## src/rtl/user_adder_pkg.sv

```systemverilog
// Shared definitions for the c0 stream adder: register map, control bits,
// lane count helper and the skid-buffer state encoding.
package user_adder_pkg;

  localparam int DEF_AXI_DATA_BITS = 512;
  localparam int ADD_LANES         = DEF_AXI_DATA_BITS / 32;

  localparam logic [63:0] ID_VALUE_DEF = 64'hADD0_C000_0000_0001;

  // Register word offsets, selected by addr[5:3]
  localparam logic [2:0] REG_CTRL      = 3'd0;
  localparam logic [2:0] REG_ADD_CONST = 3'd1;
  localparam logic [2:0] REG_BEAT_CNT  = 3'd2;
  localparam logic [2:0] REG_PKT_CNT   = 3'd3;
  localparam logic [2:0] REG_ID        = 3'd4;

  localparam int CTRL_ENABLE_BIT = 0;
  localparam int CTRL_CLR_BIT    = 1;

  typedef enum logic [1:0] {
    BUF_EMPTY = 2'd0,
    BUF_ONE   = 2'd1,
    BUF_FULL  = 2'd2
  } buf_state_t;

  function automatic int lanes_for(input int data_bits);
    return data_bits / 32;
  endfunction

endpackage

```

## src/rtl/axis_skid_buffer.sv

```systemverilog
// Two-entry AXI-Stream register slice (main + skid). Output and s_tready are
// both driven straight from flops, so no combinational path from m_tready.
module axis_skid_buffer
  import user_adder_pkg::*;
#(
  parameter int DATA_BITS = 512,
  parameter int KEEP_BITS = 64,
  parameter int ID_BITS   = 6
) (
  input  logic                 clk,
  input  logic                 rst,
  input  logic [DATA_BITS-1:0] s_tdata,
  input  logic [KEEP_BITS-1:0] s_tkeep,
  input  logic [ID_BITS-1:0]   s_tid,
  input  logic                 s_tlast,
  input  logic                 s_tvalid,
  output logic                 s_tready,
  output logic [DATA_BITS-1:0] m_tdata,
  output logic [KEEP_BITS-1:0] m_tkeep,
  output logic [ID_BITS-1:0]   m_tid,
  output logic                 m_tlast,
  output logic                 m_tvalid,
  input  logic                 m_tready
);

  localparam int PAYLOAD_BITS = DATA_BITS + KEEP_BITS + ID_BITS + 1;

  buf_state_t              state_reg, state_next;
  logic [PAYLOAD_BITS-1:0] main_reg, skid_reg;
  logic [PAYLOAD_BITS-1:0] s_payload;
  logic                    m_valid_reg, ready_reg;
  logic                    accept, drain;
  logic                    load_main_in, load_main_skid, load_skid;

  assign s_payload = {s_tdata, s_tkeep, s_tid, s_tlast};
  assign accept    = s_tvalid & ready_reg;
  assign drain     = m_valid_reg & m_tready;

  always_comb begin
    state_next     = state_reg;
    load_main_in   = 1'b0;
    load_main_skid = 1'b0;
    load_skid      = 1'b0;
    case (state_reg)
      BUF_EMPTY: begin
        if (accept) begin
          state_next   = BUF_ONE;
          load_main_in = 1'b1;
        end
      end
      BUF_ONE: begin
        if (accept && !drain) begin
          state_next = BUF_FULL;
          load_skid  = 1'b1;
        end else if (!accept && drain) begin
          state_next = BUF_EMPTY;
        end else if (accept && drain) begin
          load_main_in = 1'b1;
        end
      end
      BUF_FULL: begin
        // ready is low here, so only a drain can happen
        if (drain) begin
          state_next     = BUF_ONE;
          load_main_skid = 1'b1;
        end
      end
      default: state_next = BUF_EMPTY;
    endcase
  end

  always_ff @(posedge clk or posedge rst) begin
    if (rst) begin
      state_reg   <= BUF_EMPTY;
      main_reg    <= '0;
      skid_reg    <= '0;
      m_valid_reg <= 1'b0;
      ready_reg   <= 1'b0;
    end else begin
      state_reg <= state_next;
      if (load_main_in) begin
        main_reg <= s_payload;
      end else if (load_main_skid) begin
        main_reg <= skid_reg;
      end
      if (load_skid) begin
        skid_reg <= s_payload;
      end
      m_valid_reg <= (state_next != BUF_EMPTY);
      ready_reg   <= (state_next != BUF_FULL);
    end
  end

  assign s_tready = ready_reg;
  assign m_tvalid = m_valid_reg;
  assign {m_tdata, m_tkeep, m_tid, m_tlast} = main_reg;

endmodule

```

## src/rtl/user_stream_adder_c0.sv

```systemverilog
// vFPGA c0 user stage: adds a programmable constant to every 32-bit lane of
// the host stream, with control, status and counters on AXI4-Lite.
module user_stream_adder_c0
  import user_adder_pkg::*;
#(
  parameter int          AXI_DATA_BITS  = 512,
  parameter int          AXIL_DATA_BITS = 64,
  parameter int          AXI_ADDR_BITS  = 64,
  parameter int          PID_BITS       = 6,
  parameter logic [63:0] ID_VALUE       = ID_VALUE_DEF
) (
  input  logic                          aclk,
  input  logic                          areset,
  input  logic [AXI_ADDR_BITS-1:0]      axi_ctrl_awaddr,
  input  logic                          axi_ctrl_awvalid,
  output logic                          axi_ctrl_awready,
  input  logic [AXIL_DATA_BITS-1:0]     axi_ctrl_wdata,
  input  logic [AXIL_DATA_BITS/8-1:0]   axi_ctrl_wstrb,
  input  logic                          axi_ctrl_wvalid,
  output logic                          axi_ctrl_wready,
  output logic [1:0]                    axi_ctrl_bresp,
  output logic                          axi_ctrl_bvalid,
  input  logic                          axi_ctrl_bready,
  input  logic [AXI_ADDR_BITS-1:0]      axi_ctrl_araddr,
  input  logic                          axi_ctrl_arvalid,
  output logic                          axi_ctrl_arready,
  output logic [AXIL_DATA_BITS-1:0]     axi_ctrl_rdata,
  output logic [1:0]                    axi_ctrl_rresp,
  output logic                          axi_ctrl_rvalid,
  input  logic                          axi_ctrl_rready,
  input  logic [AXI_DATA_BITS-1:0]      s_axis_host_sink_tdata,
  input  logic [AXI_DATA_BITS/8-1:0]    s_axis_host_sink_tkeep,
  input  logic [PID_BITS-1:0]           s_axis_host_sink_tid,
  input  logic                          s_axis_host_sink_tlast,
  input  logic                          s_axis_host_sink_tvalid,
  output logic                          s_axis_host_sink_tready,
  output logic [AXI_DATA_BITS-1:0]      m_axis_host_src_tdata,
  output logic [AXI_DATA_BITS/8-1:0]    m_axis_host_src_tkeep,
  output logic [PID_BITS-1:0]           m_axis_host_src_tid,
  output logic                          m_axis_host_src_tlast,
  output logic                          m_axis_host_src_tvalid,
  input  logic                          m_axis_host_src_tready
);

  localparam int LANES = lanes_for(AXI_DATA_BITS);

  // Reset asserts immediately, releases on a clock edge
  logic [1:0] rst_pipe;
  logic       rst;

  always_ff @(posedge aclk or posedge areset) begin
    if (areset) begin
      rst_pipe <= 2'b11;
    end else begin
      rst_pipe <= {rst_pipe[0], 1'b0};
    end
  end

  assign rst = rst_pipe[1];

  logic                      enable_reg;
  logic [31:0]               add_const_reg, add_const_wr;
  logic [63:0]               beat_cnt_reg, pkt_cnt_reg;
  logic                      awready_reg, bvalid_reg, arready_reg, rvalid_reg;
  logic [AXIL_DATA_BITS-1:0] rdata_reg;
  logic [63:0]               rd_word;
  logic [2:0]                wr_sel, rd_sel;
  logic                      wr_fire, rd_fire, clr_cnt, sink_accept;
  logic [AXI_DATA_BITS-1:0]  sum_data;

  assign wr_sel  = axi_ctrl_awaddr[5:3];
  assign rd_sel  = axi_ctrl_araddr[5:3];
  assign wr_fire = awready_reg & axi_ctrl_awvalid & axi_ctrl_wvalid;
  assign rd_fire = arready_reg & axi_ctrl_arvalid;
  assign clr_cnt = wr_fire && (wr_sel == REG_CTRL) && axi_ctrl_wstrb[0]
                   && axi_ctrl_wdata[CTRL_CLR_BIT];

  genvar gi;
  generate
    for (gi = 0; gi < 4; gi++) begin : g_const_byte
      assign add_const_wr[gi*8 +: 8] = axi_ctrl_wstrb[gi] ? axi_ctrl_wdata[gi*8 +: 8]
                                                          : add_const_reg[gi*8 +: 8];
    end
  endgenerate

  always_ff @(posedge aclk or posedge rst) begin
    if (rst) begin
      awready_reg   <= 1'b0;
      bvalid_reg    <= 1'b0;
      enable_reg    <= 1'b0;
      add_const_reg <= '0;
    end else begin
      awready_reg <= axi_ctrl_awvalid & axi_ctrl_wvalid & ~bvalid_reg & ~awready_reg;
      if (wr_fire) begin
        bvalid_reg <= 1'b1;
      end else if (axi_ctrl_bready) begin
        bvalid_reg <= 1'b0;
      end
      if (wr_fire && (wr_sel == REG_CTRL) && axi_ctrl_wstrb[0]) begin
        enable_reg <= axi_ctrl_wdata[CTRL_ENABLE_BIT];
      end
      if (wr_fire && (wr_sel == REG_ADD_CONST)) begin
        add_const_reg <= add_const_wr;
      end
    end
  end

  always_comb begin
    rd_word = '0;
    case (rd_sel)
      REG_CTRL:      rd_word[CTRL_ENABLE_BIT] = enable_reg;
      REG_ADD_CONST: rd_word[31:0] = add_const_reg;
      REG_BEAT_CNT:  rd_word = beat_cnt_reg;
      REG_PKT_CNT:   rd_word = pkt_cnt_reg;
      REG_ID:        rd_word = ID_VALUE;
      default:       rd_word = '0;
    endcase
  end

  always_ff @(posedge aclk or posedge rst) begin
    if (rst) begin
      arready_reg <= 1'b0;
      rvalid_reg  <= 1'b0;
      rdata_reg   <= '0;
    end else begin
      arready_reg <= axi_ctrl_arvalid & ~rvalid_reg & ~arready_reg;
      if (rd_fire) begin
        rvalid_reg <= 1'b1;
        rdata_reg  <= rd_word[AXIL_DATA_BITS-1:0];
      end else if (axi_ctrl_rready) begin
        rvalid_reg <= 1'b0;
      end
    end
  end

  assign axi_ctrl_awready = awready_reg;
  assign axi_ctrl_wready  = awready_reg;
  assign axi_ctrl_bvalid  = bvalid_reg;
  assign axi_ctrl_bresp   = 2'b00;
  assign axi_ctrl_arready = arready_reg;
  assign axi_ctrl_rvalid  = rvalid_reg;
  assign axi_ctrl_rdata   = rdata_reg;
  assign axi_ctrl_rresp   = 2'b00;

  assign sink_accept = s_axis_host_sink_tvalid & s_axis_host_sink_tready;

  // A clear on the same edge as an accepted beat wins over the increment
  always_ff @(posedge aclk or posedge rst) begin
    if (rst) begin
      beat_cnt_reg <= '0;
      pkt_cnt_reg  <= '0;
    end else if (clr_cnt) begin
      beat_cnt_reg <= '0;
      pkt_cnt_reg  <= '0;
    end else if (sink_accept) begin
      beat_cnt_reg <= beat_cnt_reg + 64'd1;
      if (s_axis_host_sink_tlast) begin
        pkt_cnt_reg <= pkt_cnt_reg + 64'd1;
      end
    end
  end

  // Lanes are summed on the way into the buffer, so buffered beats keep
  // the constant that was live when they were accepted
  generate
    for (gi = 0; gi < LANES; gi++) begin : g_lane
      assign sum_data[gi*32 +: 32] = enable_reg
          ? s_axis_host_sink_tdata[gi*32 +: 32] + add_const_reg
          : s_axis_host_sink_tdata[gi*32 +: 32];
    end
  endgenerate

  axis_skid_buffer #(
    .DATA_BITS (AXI_DATA_BITS),
    .KEEP_BITS (AXI_DATA_BITS/8),
    .ID_BITS   (PID_BITS)
  ) u_skid (
    .clk      (aclk),
    .rst      (rst),
    .s_tdata  (sum_data),
    .s_tkeep  (s_axis_host_sink_tkeep),
    .s_tid    (s_axis_host_sink_tid),
    .s_tlast  (s_axis_host_sink_tlast),
    .s_tvalid (s_axis_host_sink_tvalid),
    .s_tready (s_axis_host_sink_tready),
    .m_tdata  (m_axis_host_src_tdata),
    .m_tkeep  (m_axis_host_src_tkeep),
    .m_tid    (m_axis_host_src_tid),
    .m_tlast  (m_axis_host_src_tlast),
    .m_tvalid (m_axis_host_src_tvalid),
    .m_tready (m_axis_host_src_tready)
  );

  logic unused_bits;
  assign unused_bits = ^{axi_ctrl_awaddr[AXI_ADDR_BITS-1:6], axi_ctrl_awaddr[2:0],
                         axi_ctrl_araddr[AXI_ADDR_BITS-1:6], axi_ctrl_araddr[2:0],
                         axi_ctrl_wdata[AXIL_DATA_BITS-1:32],
                         axi_ctrl_wstrb[AXIL_DATA_BITS/8-1:4]};

endmodule

```

## config.mk

```make
export PLATFORM = sky130hd
export DESIGN_NAME = user_stream_adder_c0
export DESIGN_NICKNAME = d
export VERILOG_FILES = /design/src/rtl/user_adder_pkg.sv /design/src/rtl/axis_skid_buffer.sv /design/src/rtl/user_stream_adder_c0.sv
export SDC_FILE = /design/constraint.sdc
export NUM_CORES = 2
export LEC_CHECK = 0
export CORE_AREA = 2 2 563 565
export CTS_CLUSTER_DIAMETER = 60
export CTS_CLUSTER_SIZE = 28
export DETAILED_ROUTE_END_ITERATION = 10
export DIE_AREA = 0 0 565 567
export PLACE_DENSITY = 0.46
export SYNTH_ARGS = -nofsm -noshare
export SYNTH_HDL_FRONTEND = slang
export SYNTH_HIERARCHICAL = 1
export SYNTH_SLANG_ARGS = --single-unit
```

## constraint.sdc

```tcl
create_clock -name aclk -period 95.6 [get_ports aclk]
set_input_delay 19.12 -clock aclk [delete_from_list [all_inputs] [get_ports aclk]]
set_output_delay 19.12 -clock aclk [all_outputs]
set_load 0.01 [all_outputs]
```

==> impl_metrics.env <==
export IMPL_power_leakage_nw=48.1
export IMPL_initial_core_util_pct=28.5
export IMPL_vdd_ir_drop_max_v=0.0000191
export IMPL_cellPowerDensity_nw_per_um2=26.5
export IMPL_synthesized_instance_count=8395
export IMPL_synth_sequential_area_ratio_pct=39.1
export IMPL_path_max_fanout=62
export IMPL_cp_end_kind="flip-flop"
export IMPL_setup_violations=0
export IMPL_cts_clk_slew_worst_paths_ps=70
export IMPL_postSynth_asyncResetShare_pct=100
export IMPL_final_net_count=10900
export IMPL_globalRoute_busiestLayer="met2"
export IMPL_synthDominantAreaCellType="sky130_fd_sc_hd__dfrtp_1"
export IMPL_cts_root_buffer_cell="sky130_fd_sc_hd__clkbuf_16"
export IMPL_gr_usage_met2_pct=37.5
export IMPL_htreeDepth=4
export IMPL_cts_buffers_inserted=186
export IMPL_max_cap_violations=0
export IMPL_worstMarginPinSlew_ps=1200
export IMPL_crit_path_required_time_ps=96340
export IMPL_timing_worst_setup_path_type="in2reg"
export IMPL_cts_hold_buffers=0
export IMPL_timing_max_slew_rel_slack_pct=19.6
export IMPL_die_height_microns=567
export IMPL_final_wl_microns=400000
export IMPL_grt_pass1_wl_microns=561000
export IMPL_setup_slack_ps=71950
export IMPL_area_growth_syn_to_layout_pct=26.7
export IMPL_placement_rows=206
export IMPL_outcome="finished clean"
export IMPL_num_vias=73900
export IMPL_critical_path_startpoint_type="input pin"
export IMPL_post_cts_setup_buffers=0
export IMPL_wire_per_inst_microns=28.7
export IMPL_cts_tree="built"
export IMPL_ys_warnings_count=6
export IMPL_routed_via_count_divided_by_cell_count=5.30
export IMPL_synth_top_area_share_pct=39.1
export IMPL_cp_arrival_ps=24380
export IMPL_final_max_slew_viol_count=0
export IMPL_totalNegativeSetupSlack_ps=0
export IMPL_timing_fmax_mhz=42.3
export IMPL_synth_main_ff_cell="sky130_fd_sc_hd__dfrtp_1"
export IMPL_min_delay_path_class="reg2reg"
export IMPL_globalRouteMet3Util_pct=7.75
export IMPL_post_synth_cell_area_avg_sq_um=10.7
export IMPL_post_cts_resize_count=0
export IMPL_post_synth_edffs=0
export IMPL_ys_seq_elements=1401
export IMPL_synth_area_top_cells="sky130_fd_sc_hd__dfrtp_1 (39%), sky130_fd_sc_hd__mux2_2 (17%), sky130_fd_sc_hd__ha_1 (7.0%)"
export IMPL_core_area_sq_um=314000
export IMPL_routability_driven_placement_congestion_ratio=0.872
export IMPL_grt_start_max_net_pins=125
export IMPL_yosysUniqueCellTypes=107
export IMPL_floorplan_die_width_microns=565
export IMPL_period_minus_slack_ps=23650
export IMPL_netlist_area_sq_um=89600
export IMPL_global_route_overflow_total=0
export IMPL_final_antenna_net_count=0
export IMPL_boundaryPins=1450
export IMPL_grt_util_met1_pct=30.6
export IMPL_regToRegSetupSlack_ps=90020
export IMPL_post_route_period_util_pct=24.7
export IMPL_rsz0062_at_grt="false"
export IMPL_clkLatencyLatePin_ps=900
export IMPL_grt_antenna_before_repair=214
export IMPL_detailed_router_iteration_count_before_antenna_repair=8
export IMPL_first_global_vias=74100
export IMPL_total_drc_errors_in_the_routed_layout=0
export IMPL_cts_sinks=1401
export IMPL_io_buffers=1287
export IMPL_cts_path_max_buffers=4
export IMPL_place_detailed_hpwl_microns=296000
export IMPL_die_area_sq_um=320000
export IMPL_drive_above_1_share_pct=28.3
export IMPL_place_ws_ps=70860
export IMPL_timing_final_hold_violations=0
export IMPL_maximum_clock_skew_at_final_layout_ps=61.6
export IMPL_global_route_usage_total_pct=24.1
export IMPL_initialDrtViolationCount=5263
## Yosys cell counts (37+ instances only)
| library cell | n |
|---|---|
| sky130_fd_sc_hd__dfrtp_1 | 1399 |
| sky130_fd_sc_hd__mux2_2 | 1388 |
| sky130_fd_sc_hd__a21oi_1 | 518 |
| sky130_fd_sc_hd__ha_1 | 498 |
| sky130_fd_sc_hd__or2_2 | 423 |
| sky130_fd_sc_hd__nand2_1 | 408 |
| sky130_fd_sc_hd__nor2_1 | 407 |
| sky130_fd_sc_hd__o221a_2 | 390 |
| sky130_fd_sc_hd__xnor2_1 | 335 |
| sky130_fd_sc_hd__o21ai_0 | 285 |
| sky130_fd_sc_hd__a21o_1 | 273 |
| sky130_fd_sc_hd__clkbuf_1 | 244 |
| sky130_fd_sc_hd__xor2_1 | 202 |
| sky130_fd_sc_hd__nand3_1 | 169 |
| sky130_fd_sc_hd__inv_1 | 137 |
| sky130_fd_sc_hd__buf_2 | 98 |
| sky130_fd_sc_hd__nand4_1 | 91 |
| sky130_fd_sc_hd__nor3_1 | 68 |
| sky130_fd_sc_hd__o21a_1 | 64 |
| sky130_fd_sc_hd__o21bai_1 | 64 |
| sky130_fd_sc_hd__and3_1 | 63 |
| sky130_fd_sc_hd__buf_4 | 61 |
| sky130_fd_sc_hd__a211oi_1 | 50 |
| sky130_fd_sc_hd__a31oi_1 | 46 |
| sky130_fd_sc_hd__nand2b_1 | 45 |
| sky130_fd_sc_hd__o21ai_1 | 45 |
| sky130_fd_sc_hd__o31ai_1 | 42 |
| sky130_fd_sc_hd__or3_1 | 41 |
| sky130_fd_sc_hd__o211ai_1 | 38 |
| sky130_fd_sc_hd__nor2b_1 | 37 |
## path summary, 6_finish.rpt
| kind | startpoint | endpoint | cells past startpoint |
|---|---|---|---|
| setup reg to reg | add_const_reg[1] | u_skid/main_reg[196] | 14 |
| min in group asynchronous | rst_pipe[1] | u_skid/main_reg[4] | 1 |
| setup / recovery | m_axis_host_src_tready | u_skid/skid_reg[46] | 8 |
| hold / removal | rst_pipe[0] | rst_pipe[1] | 0 |
| max in group asynchronous | areset | rst_pipe[1] | 2 |
| hold reg to reg | rst_pipe[0] | rst_pipe[1] | 0 |
## area by class of cell
cell class                 instances  area (sq um)
clock buffer                     203          4850
inverter                         137           534
tap                             4160          5200
multi-input combinational       6426         52100
timing repair buffer            1404         13800
antenna                           74           185
fill                           31100        200000
clock inverter                   137          1700
sequential                      1401         35200
## stage by stage
| step | util (%) | area (sq um) | hold WS [ps] | instances | power [mW] |
|---|---|---|---|---|---|
| floorplan | - | 89600 | 345 | 8399 | 1.68 |
| global placement | 34.0 | 107000 | 348 | 13500 | 2.24 |
| detailed placement | 34.0 | 107000 | 350 | 13500 | 2.27 |
| CTS | 36.1 | 113000 | 360 | 13900 | 3.04 |
| global route | 36.1 | 113000 | 364 | 13900 | 3.17 |
| finish | 36.2 | 114000 | 358 | 13900 | 3.01 |
## layer usage
layer | part of all wire, % | wire (microns)
met5 | 0.22 | 897
met4 | 4.3 | 17000
met2 | 45 | 179000
met1 | 42 | 169000
met3 | 8.5 | 34000
## cells in the final DEF, fill, tap and decap left out, types with 41 or more instances in the layout
cell                              count
sky130_fd_sc_hd__o21ai_0            285
sky130_fd_sc_hd__a211oi_1            50
sky130_fd_sc_hd__xor2_1             202
sky130_fd_sc_hd__nand2_1            404
sky130_fd_sc_hd__nand2b_1            44
sky130_fd_sc_hd__or2_2              423
sky130_fd_sc_hd__nand4_1             91
sky130_fd_sc_hd__clkbuf_16          187
sky130_fd_sc_hd__dfrtp_1           1366
sky130_fd_sc_hd__o21ai_1             44
sky130_fd_sc_hd__nor2_1             407
sky130_fd_sc_hd__buf_4              114
sky130_fd_sc_hd__nor3_1              68
sky130_fd_sc_hd__a31oi_1             46
sky130_fd_sc_hd__mux2_2            1388
sky130_fd_sc_hd__and3_1              63
sky130_fd_sc_hd__inv_1              134
sky130_fd_sc_hd__o21a_1              64
sky130_fd_sc_hd__clkdlybuf4s50_1   1286
sky130_fd_sc_hd__ha_1               498
sky130_fd_sc_hd__o221a_2            390
sky130_fd_sc_hd__a21o_1             273
sky130_fd_sc_hd__nand3_1            169
sky130_fd_sc_hd__o31ai_1             42
sky130_fd_sc_hd__diode_2             74
sky130_fd_sc_hd__a21oi_1            518
sky130_fd_sc_hd__or3_1               41
sky130_fd_sc_hd__o21bai_1            64
sky130_fd_sc_hd__xnor2_1            335
## power breakdown
group	leakage, nW	switching (mW)	total (mW)	internal, mW
clock	3.18	0.331	0.753	0.421
sequential	16.6	0.154	1.01	0.854
combinational	28.3	0.600	1.25	0.652
## critical path: stages
cell	delay [ps]
sky130_fd_sc_hd__clkdlybuf4s50_1	570
sky130_fd_sc_hd__a21boi_1	200
sky130_fd_sc_hd__nand2_4	790
sky130_fd_sc_hd__buf_4	690
sky130_fd_sc_hd__buf_4	730
sky130_fd_sc_hd__buf_4	830
sky130_fd_sc_hd__buf_4	790
sky130_fd_sc_hd__mux2_2	410
## cells by family (layout without fill, tap and decap cells)
logic type | count (synthesis) | after routing | synth area share [%]
adders and majority gates | 514 | 514 | 7.31
muxes | 1427 | 1427 | 17.9
buffers and inverters | 572 | 1881 | 2.80
other | 1 | 79 | 0.00418
AOI/OAI and AO/OA | 2058 | 2058 | 16.8
and+or+nand+nor | 1885 | 1885 | 10.8
xor gates and xnor gates | 537 | 537 | 5.25
DFF | 1401 | 1401 | 39.1
(Power assumes the default switching activity.)
